**src/rtl/store_buffer.sv**
```systemverilog
// MEM-stage store buffer: formats SB/SH/SW stores into word-aligned entries,
// queues them in a FIFO and drains them to the data-memory write port.
module store_buffer #(
  parameter int unsigned DEPTH = 4
) (
  input  logic                    clk,
  input  logic                    rst_n,
  input  logic                    st_valid,
  input  logic [5:0]              instruccion,
  input  logic [31:0]             st_addr,
  input  logic [31:0]             st_data,
  input  logic                    ld_valid,
  input  logic [31:0]             ld_addr,
  output logic                    stall,
  output logic                    misaligned,
  output logic                    mem_wr_valid,
  input  logic                    mem_wr_ready,
  output logic [31:0]             mem_addr,
  output logic [31:0]             mem_wdata,
  output logic [3:0]              mem_be,
  output logic [$clog2(DEPTH):0]  count
);

  localparam int unsigned PW = $clog2(DEPTH);
  localparam int unsigned CW = PW + 1;

  typedef struct packed {
    logic [29:0] word;
    logic [31:0] wdata;
    logic [3:0]  be;
  } entry_t;

  entry_t          fifo_q [DEPTH];
  entry_t          new_e;
  entry_t          head_e;
  logic [PW-1:0]   head;
  logic [PW-1:0]   tail;
  logic            is_sb;
  logic            is_sh;
  logic            is_sw;
  logic            is_store;
  logic            aligned;
  logic            legal;
  logic            full;
  logic            push;
  logic            pop;
  logic            hit;
  logic            unused_ld_lsbs;

  assign is_sb    = (instruccion == 6'b101000);
  assign is_sh    = (instruccion == 6'b101001);
  assign is_sw    = (instruccion == 6'b101011);
  assign is_store = st_valid & (is_sb | is_sh | is_sw);
  assign aligned  = is_sb | (is_sh & ~st_addr[0]) | (is_sw & (st_addr[1:0] == 2'b00));
  assign legal    = is_store & aligned;
  assign full     = (count == CW'(DEPTH));
  assign push     = legal & ~full;
  assign pop      = mem_wr_valid & mem_wr_ready;

  // Hazard matching is word-granular, so the load's byte offset is irrelevant.
  assign unused_ld_lsbs = ^ld_addr[1:0];

  // Lane replication and byte-enable generation for the incoming store.
  always_comb begin
    new_e.word  = st_addr[31:2];
    new_e.wdata = st_data;
    new_e.be    = 4'b1111;
    if (is_sb) begin
      new_e.wdata = {4{st_data[7:0]}};
      new_e.be    = 4'b0001 << st_addr[1:0];
    end else if (is_sh) begin
      new_e.wdata = {2{st_data[15:0]}};
      new_e.be    = st_addr[1] ? 4'b1100 : 4'b0011;
    end
  end

  // An entry is live when its distance from head is below the occupancy.
  always_comb begin
    logic [PW-1:0] off;
    off = '0;
    hit = 1'b0;
    for (int unsigned i = 0; i < DEPTH; i++) begin
      off = PW'(i) - head;
      if (({1'b0, off} < count) && (fifo_q[PW'(i)].word == ld_addr[31:2])) begin
        hit = 1'b1;
      end
    end
  end

  assign stall = (legal & full) | (ld_valid & hit);

  always_ff @(posedge clk) begin
    if (!rst_n) begin
      head       <= '0;
      tail       <= '0;
      count      <= '0;
      misaligned <= 1'b0;
    end else begin
      if (push) tail <= tail + PW'(1);
      if (pop)  head <= head + PW'(1);
      if (push & ~pop) begin
        count <= count + CW'(1);
      end else if (pop & ~push) begin
        count <= count - CW'(1);
      end
      misaligned <= is_store & ~aligned;
    end
  end

  // Payload storage needs no reset; occupancy gates everything that reads it.
  always_ff @(posedge clk) begin
    if (rst_n && push) fifo_q[tail] <= new_e;
  end

  assign head_e       = fifo_q[head];
  assign mem_wr_valid = (count != '0);
  assign mem_addr     = mem_wr_valid ? {head_e.word, 2'b00} : 32'h0;
  assign mem_wdata    = mem_wr_valid ? head_e.wdata : 32'h0;
  assign mem_be       = mem_wr_valid ? head_e.be : 4'h0;

endmodule

```
**config.mk**
```make
export PLATFORM = sky130hd
export DESIGN_NAME = store_buffer
export DESIGN_NICKNAME = d
export VERILOG_FILES = /design/src/rtl/store_buffer.sv
export SDC_FILE = /design/constraint.sdc
export NUM_CORES = 1
export LEC_CHECK = 0
export ABC_AREA = 0
export BUFFER_PORTS_ARGS = -buffer_cell sky130_fd_sc_hd__buf_2
export CORE_MARGIN = 2
export CORE_UTILIZATION = 55
export DETAILED_ROUTE_END_ITERATION = 12
export PLACE_DENSITY_LB_ADDON = 0.1
export SKIP_CTS_REPAIR_TIMING = 1
export SLEW_MARGIN = 5
export SYNTH_ARGS = -nofsm -noshare
export SYNTH_HDL_FRONTEND = slang
export SYNTH_SLANG_ARGS = --single-unit
```
**constraint.sdc**
```tcl
create_clock -name clk -period 6.2 [get_ports clk]
set_input_delay 0 -clock clk [delete_from_list [all_inputs] [get_ports clk]]
set_output_delay 0 -clock clk [all_outputs]
set_load 0.02 [all_outputs]
```
### Yosys cells after proc, flatten, opt, wreduce, memory -nomap -nowiden

Memories as Yosys holds them, arrays and structs flattened. A register that Yosys moved wholly into a read port is not among the register bits.
Index checks and enable logic that the tools add are counted.

| storage, ports and cells | value |
|---|---|
| bits in registers | 8 |
| output and inout port bits | 74 |
| RAM bits | 264 |
| memories | 1 |
| word-level logic and storage cells | 71 |

Memories:

| memory | depth | width | rd ports | clocked after memory_dff | write ports | RTL line | text |
|---|---|---|---|---|---|---|---|
| fifo_q | 4 | 66 | 5 | 1 | 1 | 33 | `entry_t fifo_q [DEPTH];` |

| operators by class | value |
|---|---|
| add/subtract/negate cells | 8 |
| reduce and logical (&&, ||, !) cells | 8 |
| bitwise operators | 21 |
| magnitude comparators | 4 |
| equal/unequal tests | 8 |
| shifts and indexed selects | 1 |
| muxes and demuxes | 16 |

Operators with widths:

| kind | count |
|---|---|
| 30-bit == test | 4 |
| 36-bit 2-to-1 mux | 2 |
| 32-bit 2-to-1 mux | 2 |
| 6-bit == test, second input constant | 3 |
| 2-bit by 3-bit less-than comparator with 1-bit output | 4 |
| 1-bit bitwise AND | 11 |
| 4-bit 2-to-1 mux | 2 |
| 1-bit 2-to-1 mux | 6 |
| 3-bit 2-to-1 mux | 2 |
| 1-bit logical AND | 5 |
| 1-bit NOT | 5 |
| 1-bit bitwise OR | 5 |
| 2-bit by 1-bit adder with 2-bit output, second input constant | 2 |
| 2-bit 2-to-1 mux | 2 |
| 1-bit by 2-bit left shift with 4-bit output, first input constant | 1 |
| 1-bit by 2-bit subtractor with 2-bit output, first input constant | 2 |
| 2-bit subtractor, first input constant | 2 |
| 3-bit by 1-bit adder with 3-bit output, second input constant | 1 |
| 3-bit == test, second input constant | 1 |
| 3-bit nonzero test | 1 |
| 3-bit by 1-bit subtractor with 3-bit output, second input constant | 1 |
| 2-bit zero test | 1 |
| 2-bit nonzero test | 1 |

### Depth between registers and ports, before layout

Gate-level depths: netlist of the first run.

| logic depth | value |
|---|---|
| depth after elaboration | 10 |
| mapped depth | 10 |
| depth with buffers taken out | 10 |

### Worst setup path after synthesis of the first run

Ideal clock, no wire load.

| timing | value |
|---|---|
| path kind | flip-flop to flip-flop |
| start | register count[0] |
| end | memory fifo_q[1][0] in the netlist's numbering, enable pin |
| stages on the path, launching flop included | 4 |
| period minus slack after synthesis | 2987 ps |
| slack | 3213 ps |
| setup time | 432 ps |
| data arrival time | 2555 ps |
| data required time | 5768 ps |
| cell sequence | dfxtp_1 > nor2_1 > a21oi_4 > and3_1 |

| on the way | value |
|---|---|
| word-level cells in the longest chain between the ends | 6 |

RTL lines:

| what | RTL line | text |
|---|---|---|
| start, declared | 21 | `output logic [$clog2(DEPTH):0] count` |
| start signal, assigned | 102 | `count <= count + CW'(1);` |
| start signal, assigned | 104 | `count <= count - CW'(1);` |
| 3-bit == test | 56 | `assign full = (count == CW'(DEPTH));` |
| 1-bit NOT | 57 | `assign push = legal & ~full;` |
| 1-bit bitwise AND | 57 |  |
| via push | 45 | `logic push;` |
| 1-bit logical AND | 112 | `if (rst_n && push) fifo_q[tail] <= new_e;` |
| 1-bit 2-to-1 mux | 112 |  |
| 1-bit 2-to-1 mux (implied by the code) | 112 |  |
| end, declared | 33 |  |

The timed path passes the listed nets, and every way through them passes these cells.

==> summary.md, run 1 <==
| Metric | Value |
|---|---|
| Initial antenna violation count | `1` |
| Total core area | `0.02189 mm^2` |
| Yosys cell types | `34` |
| CTS tree | `built` |
| TritonCTS buffer count | `28` |
| Data required, critical path | `6.20 ns` |
| IO buf count | `176` |
| Number of synthesized flops with an enable pin | `264` |
| Initial DRC Count | `485` |
| Status | `finished clean` |
| Clock Skews | `0.009613 ns` |
| Fin cells | `1,269` |
| Largest net degree at the start of global routing | `69` |
| Fmax | `333.6 MHz` |
| Multi-input logic area | `0.004033 mm^2` |
| Crit Path Category | `flip-flop to primary output` |
| Final setup vio count | `0` |
| Synth area leaders | `edfxtp_1 64%, mux4_2 12%, xor2_1 6.5%` |
| Peak VDD IR | `0.0002611 V` |
| Synth Area in Compound Gates | `1.462%` |
| Syn avg cell area | `17.30 um^2` |
| Number of global-route vias before repair | `7,471` |
| Overflow left after global routing | `0` |
| Die Area | `0.02361 mm^2` |
| Final Hold Fails | `0` |
| First-pass GRT wire length | `43,670 um` |
| H-tree levels | `1` |
| Largest driver fanout on the critical path | `52` |
| FF+latch area | `0.008133 mm^2` |
| Period utilization | `48.35%` |
| Max clock buf depth | `3` |
| Hold_sp | `st_addr[0]` |
| Synth top area share | `64.34%` |
| Worst slew pin tran | `1.275 ns` |
| Max Cap Violations | `0` |
| Post-Synth XOR/XNOR Area | `8.957%` |
| Placer Congestion | `0.9892` |
| Post-synth top flop | `edfxtp_1` |
| Clk slew on worst S/H paths | `0.06 ns` |
| Row count | `54` |
| Multiplexer share of the synthesized area | `14.34%` |
| Power per cell area | `354.5 mW/mm^2` |
| Vias | `7,291` |
| Slew Limit Fails | `0` |
| Leak | `5.370 nW` |
| Commonest non-fill, non-tap cells in the layout | `264 x edfxtp_1, 176 x buf_2, 91 x xor2_1` |
| Post-synthesis instance area | `0.01232 mm^2` |
| Area grow syn2layout | `22.47%` |
| RSZ-0062 raised after global routing | `no` |
| Global router's overall resource usage | `24.44%` |
| Simple-Gate Fraction of Synth Area | `6.753%` |
| Post-DP HPWL | `19,130 um` |
| Routed wire length | `29,580 um` |
| Setup TNS | `0 ns` |
| Vias per inst | `5.745` |
| Min-delay worst type | `primary input to flip-flop` |
| Layout cells sized above 1 | `32.22%` |
| Die height | `153.7 um` |
| Synth Area in Adders | `1.076%` |
| Clk_lat worst skew | `0.54 ns` |
| Largest family of logic cells by synthesized area | `multiplexers` |
| Worst R2R Start | `count[0]$_SDFFE_PN0P_` |
| Root buffer cell | `clkbuf_16` |
| Rel. slew slack | `15.00%` |
| Critical Path AT | `3.00 ns` |
| Min cycle time layout | `2.997 ns` |
| Leading cell type in the layout, fill and taps excluded | `edfxtp_1` |
| DR WL/cell | `23.31 um` |
| TritonRoute pass-1 iters | `5` |
| IO Pins | `181` |
| Sequential area share after synthesis | `65.97%` |
| Final worst setup slack | `3.203 ns` |
| Clock Sinks | `274` |
| Number of remaining DRC errors | `0` |
| Starting Density | `56.28%` |
| Worst Setup End Kind | `primary output` |
| Setup crit start kind | `flip-flop` |
| Synth Warn # | `0` |
| Die Span X | `153.7 um` |
| Synth area leader | `edfxtp_1` |
| Syn Inst Count | `712` |
| Post-Place Worst Slack | `3.007 ns` |
| Final Hold Slack | `0.09774 ns` |
| Layout Nets | `1,082` |
| Final antenna-violating net count | `0` |
| FFs w/ async S/R, synth | `0%` |
| Post-placement cell count | `1,147` |
| Number of fillers in the final layout | `1,484` |
| Flops & latches, synth | `274` |
## layer usage
metal,vias up,GRT usage (%),wire length [um]
li1,3261,-,-
met1,3674,30.83,11240
met5,-,0,0
met4,0,6.728,706
met3,49,5.186,2191
met2,307,43.17,15440
## critical path, cell delays in order (launching register included)
cell and delay (ns):
dfxtp_4 0.55, buf_4 0.87, mux4_2 0.61, and2_1 0.20, buf_2 0.16
## through the flow
stage	power [mW]	utilization, %	cell area, um^2
global route	5.570	68.91	15080
global placement	3.702	61.64	13490
floorplan	3.169	-	12320
finish	5.349	68.93	15090
detailed placement	3.722	61.64	13490
CTS	5.360	65.80	14400
## worst paths after layout
path | slack [ns] | end | cells after the start
max | 3.20 | mem_wdata[26] | 4
min | 0.1 | fifo_q[0][1]$_DFFE_PP_ | 3
max reg2reg | 3.30 | fifo_q[2][65]$_DFFE_PP_ | 4
min reg2reg | 0.59 | tail[1]$_SDFFE_PN0P_ | 2
## sequential cells by signal (all words and copies together) (netlist names), named ones only
register	flops
misaligned	1
count	3
head	2
tail	2
fifo_q	264
## cells in the mapped netlist, types with 4 or more instances
cell / count
ha_1: 9
mux2_2: 16
mux4_2: 66
nor4_1: 20
nor2_1: 10
nand4_1: 14
buf_2: 10
nor3_1: 5
clkbuf_1: 16
o21ai_0: 5
a21oi_1: 15
mux2i_1: 10
nor2b_1: 5
and2_1: 71
dfxtp_1: 10
a211oi_1: 4
edfxtp_1: 264
xor2_1: 91
and3_1: 4
nand2_1: 6
inv_1: 10
xnor2_1: 35
## where the power goes
group	total, mW	switching (mW)	internal [mW]
clock	1.65	0.677	0.974
sequential	2.09	0.0460	2.05
combinational	1.60	0.971	0.634
## layout make-up
class | instances | area share (%)
clock inverters | 19 | 1.119
diodes | 2 | 0.03317
multi-input cells | 399 | 26.72
well taps | 280 | 2.322
repair buffers | 252 | 10.75
inverters | 10 | 0.2488
flip-flops and latches | 274 | 53.90
clock buffers | 33 | 4.909
## cells by family after synthesis
family / Yosys count
adders and majority gates: 10
AOI/OAI and AO/OA: 29
other: 1
muxes: 92
DFF: 274
buffers and inverters: 40
and+or+nand+nor: 140
xor gates and xnor gates: 126
Note: power is estimated with default switching activity, not from simulation.
==> run 2: changes to the inputs <==
==> constraint.sdc (replaced) <==
create_clock -name clk -period 3 [get_ports clk]
set_input_delay 0 -clock clk [delete_from_list [all_inputs] [get_ports clk]]
set_output_delay 0 -clock clk [all_outputs]
set_load 0.02 [all_outputs]
==> summary.md, run 2 (synthesis results as in run 1) <==
| Metric | Value |
|---|---|
| Status | `finished clean` |
| Peak VDD IR | `0.0004816 V (+84%)` |
| CP max stage delay | `0.55 ns (-0.32 ns)` |
| Largest regs | `fifo_q: 264 flops, count: 3 flops` |
| IO buf count | `176 (unchanged)` |
| Leak | `5.393 nW (+0.44%)` |
| Clock Sinks | `274 (unchanged)` |
| Final Hold Fails | `0 (unchanged)` |
| Final setup vio count | `0 (unchanged)` |
| Max Cap Violations | `0 (unchanged)` |
| Switch Pwr | `3.489 mW (+110%)` |
| Die Area | `0.02361 mm^2 (unchanged)` |
| Critical Path AT | `2.64 ns (-0.36 ns)` |
| Vias per inst | `5.710 (-0.62%)` |
| Global router's overall resource usage | `25.26% (+0.82 points)` |
| Crit Path Category | `flip-flop to primary output` |
| Critical Path Stages | `7 (+3)` |
| Largest driver fanout on the critical path | `2 (-96%)` |
| Critical path's slowest cell | `nor4_1` |
| Post-route core utilization | `69.41% (+0.48 points)` |
| Min-delay worst type | `primary input to flip-flop` |
| H-tree levels | `1 (unchanged)` |
| Clock power frac | `29.5% (-1.4 points)` |
| Max FFs per register | `264 (unchanged)` |
| Post-DP HPWL | `20,360 um (+6.4%)` |
| Critical path cell sequence | `xor2_1 > nor4_1 > nand4_1 > a211oi_1 > a22oi_1 > o2111ai_1 > buf_2` |
| Routed wire length | `30,290 um (+2.4%)` |
| Overflow left after global routing | `0 (unchanged)` |
| Layout Nets | `1,089 (+0.65%)` |
| Combinational share of power | `30.5% (+0.5 points)` |
| Vias | `7,286 (-0.069%)` |
| Min cycle time layout | `2.643 ns` |
| Flop pwr share | `40.0% (+0.9 points)` |
| Leading cell type in the layout, fill and taps excluded | `edfxtp_1` |
| Layout cells sized above 1 | `32.02% (-0.19 points)` |
| Data required, critical path | `3.00 ns (-3.20 ns)` |
| Clk slew on worst S/H paths | `0.06 ns (about the same)` |
| Worst R2R Start | `count[0]$_SDFFE_PN0P_` |
| Max clock buf depth | `3 (unchanged)` |
| Placed Area | `0.01366 mm^2 (+1.2%)` |
| CTS tree | `built` |
| Fmax | `378.3 MHz` |
| Initial antenna violation count | `3 (+2)` |
| RSZ-0062 raised after global routing | `no` |
| Worst Setup End Kind | `primary output` |
| Slew Limit Fails | `0 (unchanged)` |
| Clock Skews | `0.008969 ns (-0.0006440 ns)` |
| Rel. slew slack | `52.81% (+38 points)` |
| Die Span X | `153.7 um (unchanged)` |
| Period utilization | `88.12%` |
| Clk_lat worst skew | `0.53 ns (about the same)` |
| Total core area | `0.02189 mm^2 (unchanged)` |
| TritonCTS buffer count | `28 (unchanged)` |
| Worst Path Buf+Inv | `1 (-1)` |
| Worst setup path startpoint | `fifo_q[0][53]$_DFFE_PP_` |
| Worst Hold Depth | `3 (unchanged)` |
| Number of global-route vias before repair | `7,514 (+0.58%)` |
| Starting Density | `56.28% (unchanged)` |
| R2R cell count | `8 (+4)` |
| Placer Congestion | `0.9302 (-6.0%)` |
| FF+latch area | `0.008133 mm^2 (unchanged)` |
| Fin cells | `1,276 (+0.55%)` |
| Power per cell area | `717.2 mW/mm^2 (+100%)` |
| Hold_sp | `st_addr[0]` |
| Post-placement cell count | `1,154 (+0.61%)` |
| Die height | `153.7 um (unchanged)` |
| IO Pins | `181 (unchanged)` |
| Row count | `54 (unchanged)` |
| TritonRoute pass-1 iters | `5 (unchanged)` |
| First-pass GRT wire length | `44,710 um (+2.4%)` |
| Internal | `7.408 mW (+100%)` |
| Crit-path leading delay family | `simple AND/OR/NAND/NOR gates` |
| DR WL/cell | `23.74 um (+1.8%)` |
| Final antenna-violating net count | `0 (unchanged)` |
| Setup TNS | `0 ns (unchanged)` |
| Finished Cell Area | `0.01519 mm^2 (+0.70%)` |
| Commonest non-fill, non-tap cells in the layout | `264 x edfxtp_1, 176 x buf_2, 91 x xor2_1` |
| Number of fillers in the final layout | `1,481 (-0.20%)` |
| Largest net degree at the start of global routing | `69 (unchanged)` |
| Multi-input logic area | `0.004033 mm^2 (unchanged)` |
| Root buffer cell | `clkbuf_16` |
| Worst slew pin tran | `0.7079 ns (-0.5671 ns)` |
| Initial DRC Count | `527 (+8.7%)` |
| Number of remaining DRC errors | `0 (unchanged)` |
| Net Sw Frac | `32.02% (+0.35 points)` |
| Setup crit start kind | `flip-flop` |
| Area grow syn2layout | `23.33%` |
| Reg with most FFs | `fifo_q` |
[run 2: changes by cell type in the layout (fill, tap and decap cells not counted), sizes merged]
cell and change:
bufinv -2, buf +7, clkbuf +1, diode +1
[run 2: metrics by stage]
stage | setup slack, ns | power [mW] | hold WS (ns)
after global placement | 0.6644 | 7.692 | 0.2124
final | 0.3565 | 10.90 | 0.1256
after floorplan | 0.01305 | 6.549 | 0.09887
after CTS | 0.3523 | 10.93 | -0.3371
after global routing | 0.2413 | 11.35 | 0.1231
after detailed placement | 0.5616 | 7.734 | 0.2205
[run 2: power by group through the flow]
stage	combinational (mW)	sequential, mW	clock [mW]
floorplan	2.17	4.38	0
global placement	3.26	4.44	0
detailed placement	3.29	4.44	0
CTS	3.31	4.36	3.26
global route	3.57	4.38	3.40
finish	3.33	4.35	3.22
[run 2: final timing paths]
| path | slack [ns] | endpoint |
|---|---|---|
| setup reg to reg | 0.77 | count[2]$_SDFFE_PN0P_ |
| hold / removal | 0.13 | fifo_q[0][0]$_DFFE_PP_ |
| hold reg to reg | 0.59 | tail[1]$_SDFFE_PN0P_ |
| setup / recovery | 0.36 | stall |
[run 2: layer usage]
layer  part of all wire [%]  up-vias  GRT usage (%)
li1                       -     3269              -
met1                     38     3657          30.97
met2                     52      296          44.19
met3                    6.5       64          5.468
met4                    3.3        0          9.611
met5                      0        -              0
[run 2: final cells by class]
class                   count  area share (%)
diodes                      3         0.04941
clock buffers              34           4.900
clock inverters            17          0.6752
inverters                  10          0.2470
multi-input cells         399           26.54
flip-flops and latches    274           53.52
well taps                 280           2.306
repair buffers            259           11.76
[run 2: worst reg2reg max path, stage by stage (launching register included)]
cell and delay (ns):
dfxtp_1 0.46, nor2_1 0.16, a21oi_4 0.26, ha_1 0.22
inv_1 0.06, fa_1 0.38, xor2_1 0.15, or3_1 0.30
a21boi_0 0.16
